## src/rtl/counter_arbiter.sv

```systemverilog
// Round-robin owner of a shared up-counter: grants one requester a 0..len run, then pulses its done.
// Latency: req->grant 1 cycle, all outputs registered; hold freezes the count, dropping req aborts the run.
module counter_arbiter #(
  parameter int NREQ  = 4,
  parameter int CNT_W = 8
) (
  input  logic                  clk,
  input  logic                  rst,
  input  logic [NREQ-1:0]       req,
  input  logic [NREQ*CNT_W-1:0] len,
  input  logic                  hold,
  output logic [NREQ-1:0]       grant,
  output logic                  busy,
  output logic [CNT_W-1:0]      val,
  output logic [NREQ-1:0]       done
);

  localparam int IW = $clog2(NREQ);

  typedef enum logic [1:0] {
    ST_IDLE,
    ST_RUN,
    ST_DONE
  } state_t;

  state_t           state, state_nxt;
  logic [IW-1:0]    rr, rr_nxt;
  logic [IW-1:0]    win, win_nxt, win_inc;
  logic [IW-1:0]    pick, idx;
  logic             pick_vld;
  logic [CNT_W-1:0] lim, lim_nxt, pick_len;
  logic [CNT_W-1:0] val_nxt;
  logic [NREQ-1:0]  grant_nxt, done_nxt;
  logic             busy_nxt;

  // First requester at or after rr, walking upward with wrap.
  always_comb begin
    pick     = '0;
    pick_vld = 1'b0;
    idx      = rr;
    for (int k = 0; k < NREQ; k++) begin
      if (!pick_vld && req[idx]) begin
        pick     = idx;
        pick_vld = 1'b1;
      end
      idx = (idx == IW'(NREQ - 1)) ? '0 : idx + 1'b1;
    end
  end

  always_comb begin
    pick_len = '0;
    for (int i = 0; i < NREQ; i++) begin
      if (pick == IW'(i)) pick_len = len[i*CNT_W +: CNT_W];
    end
  end

  assign win_inc = (win == IW'(NREQ - 1)) ? '0 : win + 1'b1;

  always_comb begin
    state_nxt = state;
    rr_nxt    = rr;
    win_nxt   = win;
    lim_nxt   = lim;
    val_nxt   = val;
    grant_nxt = grant;
    busy_nxt  = busy;
    done_nxt  = '0;
    case (state)
      ST_IDLE: begin
        val_nxt   = '0;
        grant_nxt = '0;
        busy_nxt  = 1'b0;
        if (pick_vld) begin
          state_nxt       = ST_RUN;
          win_nxt         = pick;
          lim_nxt         = pick_len;
          grant_nxt[pick] = 1'b1;
          busy_nxt        = 1'b1;
        end
      end
      ST_RUN: begin
        // An abandoned request wins over hold and terminal count.
        if (!req[win]) begin
          state_nxt = ST_IDLE;
          rr_nxt    = win_inc;
          grant_nxt = '0;
          busy_nxt  = 1'b0;
          val_nxt   = '0;
        end else if (!hold) begin
          if (val == lim) begin
            state_nxt = ST_DONE;
            done_nxt  = grant;
          end else begin
            val_nxt = val + 1'b1;
          end
        end
      end
      ST_DONE: begin
        state_nxt = ST_IDLE;
        rr_nxt    = win_inc;
        grant_nxt = '0;
        busy_nxt  = 1'b0;
        val_nxt   = '0;
      end
      default: begin
        state_nxt = ST_IDLE;
        grant_nxt = '0;
        busy_nxt  = 1'b0;
        val_nxt   = '0;
      end
    endcase
  end

  always_ff @(posedge clk) begin
    if (rst) begin
      state <= ST_IDLE;
      rr    <= '0;
      win   <= '0;
      lim   <= '0;
      val   <= '0;
      grant <= '0;
      busy  <= 1'b0;
      done  <= '0;
    end else begin
      state <= state_nxt;
      rr    <= rr_nxt;
      win   <= win_nxt;
      lim   <= lim_nxt;
      val   <= val_nxt;
      grant <= grant_nxt;
      busy  <= busy_nxt;
      done  <= done_nxt;
    end
  end

endmodule
```

## config.mk

```make
export PLATFORM = sky130hd
export DESIGN_NAME = counter_arbiter
export DESIGN_NICKNAME = d
export VERILOG_FILES = /design/src/rtl/counter_arbiter.sv
export SDC_FILE = /design/constraint.sdc
export NUM_CORES = 1
export LEC_CHECK = 0
export CORE_ASPECT_RATIO = 0.75
export CORE_MARGIN = 2
export CORE_UTILIZATION = 40
export DETAILED_ROUTE_END_ITERATION = 8
export PLACE_DENSITY = 0.71
export SLEW_MARGIN = 10
export SYNTH_ARGS = -nofsm -noshare
export SYNTH_HDL_FRONTEND = slang
export SYNTH_SLANG_ARGS = --single-unit
```

## constraint.sdc

```tcl
create_clock -name clk -period 2.9 [get_ports clk]
set_clock_uncertainty 0.1 [all_clocks]
set_input_delay 0.435 -clock clk [delete_from_list [all_inputs] [get_ports clk]]
set_output_delay 0.435 -clock clk [all_outputs]
set_load 0.05 [all_outputs]
```

==> results of run 1 <==
-- placed cells by master (no fill, tap or decap), types with 2 or more instances in the layout --
master	instances
and3_1	2
a21oi_1	9
nand2_1	28
a211oi_1	2
xor2_1	14
nand3b_1	2
and2_1	4
o41a_1	2
mux2i_1	20
inv_2	2
clkbuf_8	5
dfxtp_1	31
a31oi_1	4
nor2b_1	2
nor3_1	3
inv_1	4
clkdlybuf4s50_1	55
nor4_1	2
ha_1	5
nand4_1	7
nand2b_1	2
xnor2_1	2
a21o_1	2
o221ai_1	8
buf_4	12
nand3_1	2
nor2_1	20
mux4_2	2
-- layer usage --
metal  GRT usage (%)  up-vias
met2            24.9       35
met1            27.0      808
met4            5.44        0
met5               0        -
li1                -      898
met3            4.65        7
-- state kept, by name, indices dropped and copies added, names as in the netlist --
signal  flops
rr          2
lim         8
busy        1
win         2
state       2
val         8
grant       4
done        4
-- worst paths after layout --
check | endpoint | startpoint | slack (ps) | cells after the start
setup / recovery | lim[2] | rr[1] | 230 | 8
hold / removal | busy | busy | 370 | 2
setup reg to reg | lim[2] | rr[1] | 230 | 8
hold reg to reg | busy | busy | 370 | 2
-- cell usage after synthesis (all sizes together) (2+ instances only) --
cell,number,area share (%)
a211oi,2,0.79
a21o,2,0.79
a21oi,10,3.2
a31oi,5,2.4
and2,4,1.3
and3,2,0.65
buf,7,3.1
clkbuf,3,0.59
dfxtp,31,32
ha,6,3.9
inv,6,1.2
mux2i,21,11
mux4,2,2.4
nand2,28,5.5
nand2b,2,0.65
nand3,2,0.52
nand3b,3,1.8
nand4,7,2.3
nor2,20,3.9
nor2b,2,0.65
nor3,3,0.79
nor4,2,0.65
o21ai,2,0.52
o221ai,8,3.7
o41a,2,1.2
xnor2,2,0.92
xor2,14,6.4
-- through the flow --
stage               util [%]  area, µm²  power, µW
floorplan                  -       1910       1710
global placement        57.0       2580       2090
detailed placement      57.0       2580       2120
CTS                     59.3       2680       2520
global route            59.5       2690       2700
finish                  59.5       2690       2530
-- critical path: cells and delay by family (launching register included) --
family | cells | cell delay (ps)
and+or+nand+nor | 2 | 540
DFF | 1 | 320
adders and majority gates | 1 | 440
muxes | 1 | 290
AOI/OAI and AO/OA | 4 | 900
-- final cells by class --
class / instances / share of cell area [%]
Inverter: 6 / 0.837
Clock inverter: 1 / 1.12
Tap cell: 57 / 2.65
Multi-Input combinational cell: 165 / 45.1
Timing Repair Buffer: 68 / 24.6
Sequential cell: 31 / 23.1
Clock buffer: 6 / 2.70
-- power groups by stage --
stage | Sequential (µW) | Combinational, µW | Clock [µW]
floorplan | 698 | 1010 | 0
global placement | 612 | 1480 | 0
detailed placement | 616 | 1500 | 0
CTS | 606 | 1500 | 414
global route | 622 | 1650 | 430
finish | 607 | 1520 | 406
-- kinds of logic after synthesis --
kind of cell / synth area share (%)
buffers and inverters: 4.85
AND/OR/NAND/NOR: 21.2
flip-flops: 32.5
multiplexers: 14.1
XOR/XNOR: 7.33
AO/OA/AOI/OAI: 16.0
adder cells (fa/ha/maj): 3.93
==> metrics, run 1 <==
synthesized instance count=212; Critical Path RT=2990 ps; Clk pwr share=16.0%; Hold Violations, Final=0; Warnings, synthesis=0; fin crit share=92.1%; CTS Hold Bufs=0; CP Capture Type=flop; Post-Synthesis Cell Area=1910 µm²; drc violations=0; FFs w/ async S/R, synth=0%; CTS clk-pin slew, worst paths=60 ps; DP Cell Count=327; final slew viol count=0; total die area=5350 µm²; RD Place Congestion=0.862; Yosys reg bits=31; area delta synth->final=40.8%; diode count=0; RSZ-0062 raised after global routing=no; Port Buffers=55; Max clock buf depth=2; max-cap violations=0; maximum VDD drop=488 µV; CTS tree=done; global-route wire length before repair=7.70 mm; largest stage delay on the critical path=460 ps; Netlist cell types=49; Fmax=374 MHz; Cell Int Power=1490 µW; worst setup margin=228 ps; root buf cell=clkbuf_8; Global Route Usage Sum=18.0%; Pleak=0.00106 µW; Routed Antenna Nets=0; Post-Place Worst Slack=-12.1 ps; ratio of cells with drive above 1 in the final layout=11.6%; largest net degree at the start of global routing=18; post-synthesis sequential area ratio=32.5%; total CTS buffers=5; Setup Viol. Count Final=0; initial antenna violation count=0; Logic pwr share=60.0%; via count=1,748; outcome=finished clean; Main synth FF type=dfxtp_1; worst skew pair latency=290 ps; Max Fanout on Critical Path=8; final worst path period need=2670 ps; Routed WL=4.72 mm; HP Class=flop to flop; nets=322; Sw Share=41.3%; die height=63.9 µm; arrival time at the worst endpoint=2760 ps; Psw=1050 µW; CTS resizes=0; CP Cell Sequence=ha_2 > mux2i_4 > nand2_1 > a221o_1 > a31oi_1 > o22ai_2 > or3_1 > o221ai_1; # H-tree levels=2; actual slew at the worst max-slew pin=633 ps; Setup Buffers After CTS=0; Synth Area per Inst=9.01 µm²; storage element area=621 µm²; minimum hold slack=366 ps; slowest CP cell=or3_1; Metal-1 WL=2.49 mm; Avg WL per Cell=14.1 µm; Multi-input gate area=1210 µm²; HPWL after DPL=3.71 mm; vias in the first global route=1,598; GR Overflow Total=0; clock sink total=31; DR iter-0 viols=60; Post-synth EDFFs=0; Setup CP Type=flop to flop; Power Dens Cells=942 nW/µm²; Synth Net Count=257; Slew headroom=57.8%; Top Layer Used=met4; met2 wire len=2.00 mm; Reg power frac=24.0%; Finished Layout Cells=334; WL met3=164 µm; DR vias/cell=5.23; initial core utilization=42.3%; # rows=21; crit path launch type=flop; DIE WIDTH=83.8 µm; Fill cells=397; core area=4520 µm²; Fin Setup TNS=0 ps; Initial DRT Pass Iterations=4; # IOs=56
Note: power is estimated with default switching activity, not from simulation.
==> run 2: changes to the inputs <==
- CELL_PAD_IN_SITES_DETAIL_PLACEMENT: unset -> 1
- CELL_PAD_IN_SITES_GLOBAL_PLACEMENT: unset -> 1
- CORE_UTILIZATION: 40 -> 30
- PLACE_DENSITY: 0.71 -> 0.72
==> metrics, run 2 (synthesis gave the netlist of run 1 again) <==
Multi-input gate area=1210 µm²; area delta synth->final=43.4%; crit path launch type=flop; ratio of cells with drive above 1 in the final layout=12.9%; storage element area=621 µm²; total CTS buffers=5; Max Fanout on Critical Path=8; min-delay src=busy; CTS Hold Bufs=0; # rows=25; via count=1,769; # IOs=56; Port Buffers=55; Avg WL per Cell=15.0 µm; DP Cell Count=352; global-route wire length before repair=8.62 mm; Setup CP Type=flop to flop; Fill cells=710; initial core utilization=30.7%; Power Dens Cells=950 nW/µm²; Routed Antenna Nets=0; Buffers & Inverters on Critical Path=0; CP Capture Type=flop; CP Cell Sequence=ha_2 > mux2i_2 > nand2_1 > a221o_1 > a31oi_1 > o22ai_2 > or3_4 > o221ai_1; final worst path period need=2650 ps; largest net degree at the start of global routing=19; Fmax=377 MHz; DR vias/cell=4.91; commonest cells after routing, fill and taps aside=clkdlybuf4s50_1, dfxtp_1, nand2_1; maximum VDD drop=498 µV; Hold Violations, Final=0; Critical Path RT=2990 ps; Setup Viol. Count Final=0; drc violations=0; minimum hold slack=373 ps; actual slew at the worst max-slew pin=643 ps; RD Place Congestion=0.804; crit path from=rr[1]; HPWL after DPL=4.37 mm; RSZ-0062 raised after global routing=no; GR Overflow Total=0; # H-tree levels=2; Finished Layout Cells=360; arrival time at the worst endpoint=2740 ps; largest stage delay on the critical path=430 ps; slowest CP cell=ha_2; nets=323; Pleak=0.00108 µW; total die area=7030 µm²; final slew viol count=0; CTS tree=done; Global Route Usage Sum=16.0%; max-cap violations=0; worst skew pair latency=280 ps; diode count=0; vias in the first global route=1,773; Slew headroom=57.2%; Routed WL=5.39 mm; delay-heaviest family, CP=compound AO/OA/AOI/OAI gates; clock sink total=31; Max clock buf depth=2; Setup Buffers After CTS=0; Largest regs=lim: 8 flops, val: 8 flops; CTS clk-pin slew, worst paths=70 ps; core area=6220 µm²; DIE WIDTH=96.2 µm; fin crit share=91.4%; outcome=finished clean; Initial DRT Pass Iterations=4; reg2reg start=rr[1]; root buf cell=clkbuf_8; initial antenna violation count=0; commonest non-fill, non-tap cell in the layout=clkdlybuf4s50_1; DR iter-0 viols=49; die height=73.1 µm; HP Class=flop to flop
==> run 2: cell count changes in the layout (fill, tap and decap cells not counted), sizes merged <==
cell,change
buf,+1
clkinv,+1
==> run 2: repair_timing <==
action                                  CTS  global route
endpoints found under the setup margin    0             8
endpoints found under the hold margin     0             0
gates resized for setup                   0             2
==> run 2: stage by stage <==
step | cell area (µm²) | setup TNS (ps) | util (%) | worst slack, ps | power, µW
4_1_cts | 2730 | 0 | 43.9 | 100 | 2620
2_1_floorplan | 1910 | 0 | - | 372 | 1710
3_3_place_gp | 2610 | 0 | 42.0 | 99.9 | 2130
5_1_grt | 2740 | 0 | 44.0 | 78.7 | 2800
3_5_place_dp | 2610 | -28.2 | 42.0 | -19.1 | 2160
6_report | 2740 | 0 | 44.0 | 250 | 2600
==> run 2: tightest hold or removal path: stages (launching register included) <==
cell     delay (ps)
dfxtp_1         320
nand2_1          60
a21oi_1          50
==> run 2: final cells by class <==
type	count	share of cell area [%]
Multi-Input combinational cell	165	44.1
Timing Repair Buffer	69	24.4
Sequential cell	31	22.7
Tap cell	81	3.70
Clock buffer	6	3.02
Clock inverter	2	1.28
Inverter	6	0.822
==> run 2: routing by layer <==
metal  wire (µm)  vias up  global-route usage, %
met1        2700      832                   22.7
met3         199        5                   2.79
met5           0        -                      0
li1            -      902                      -
met4          56        0                   4.29
met2        2440       30                   25.2
==> run 2: worst paths after layout <==
path | endpoint | slack [ps] | cells after the start
worst max register to register | lim[6] | 250 | 8
worst min register to register | busy | 370 | 2
worst min-delay path | busy | 370 | 2
worst max-delay path | lim[6] | 250 | 8
==> run 2: report_power, final <==
group	internal [µW]	total, µW	switching [µW]	leakage, µW
clock network	278	445	167	0.0000612
registers	525	610	84.7	0.000253
logic	707	1550	840	0.000766
==> run 3: changes to the inputs <==
- SLEW_MARGIN: 10 -> 20
==> results of run 3 <==
Final layout, timing and power as in run 2 (identical DEF).
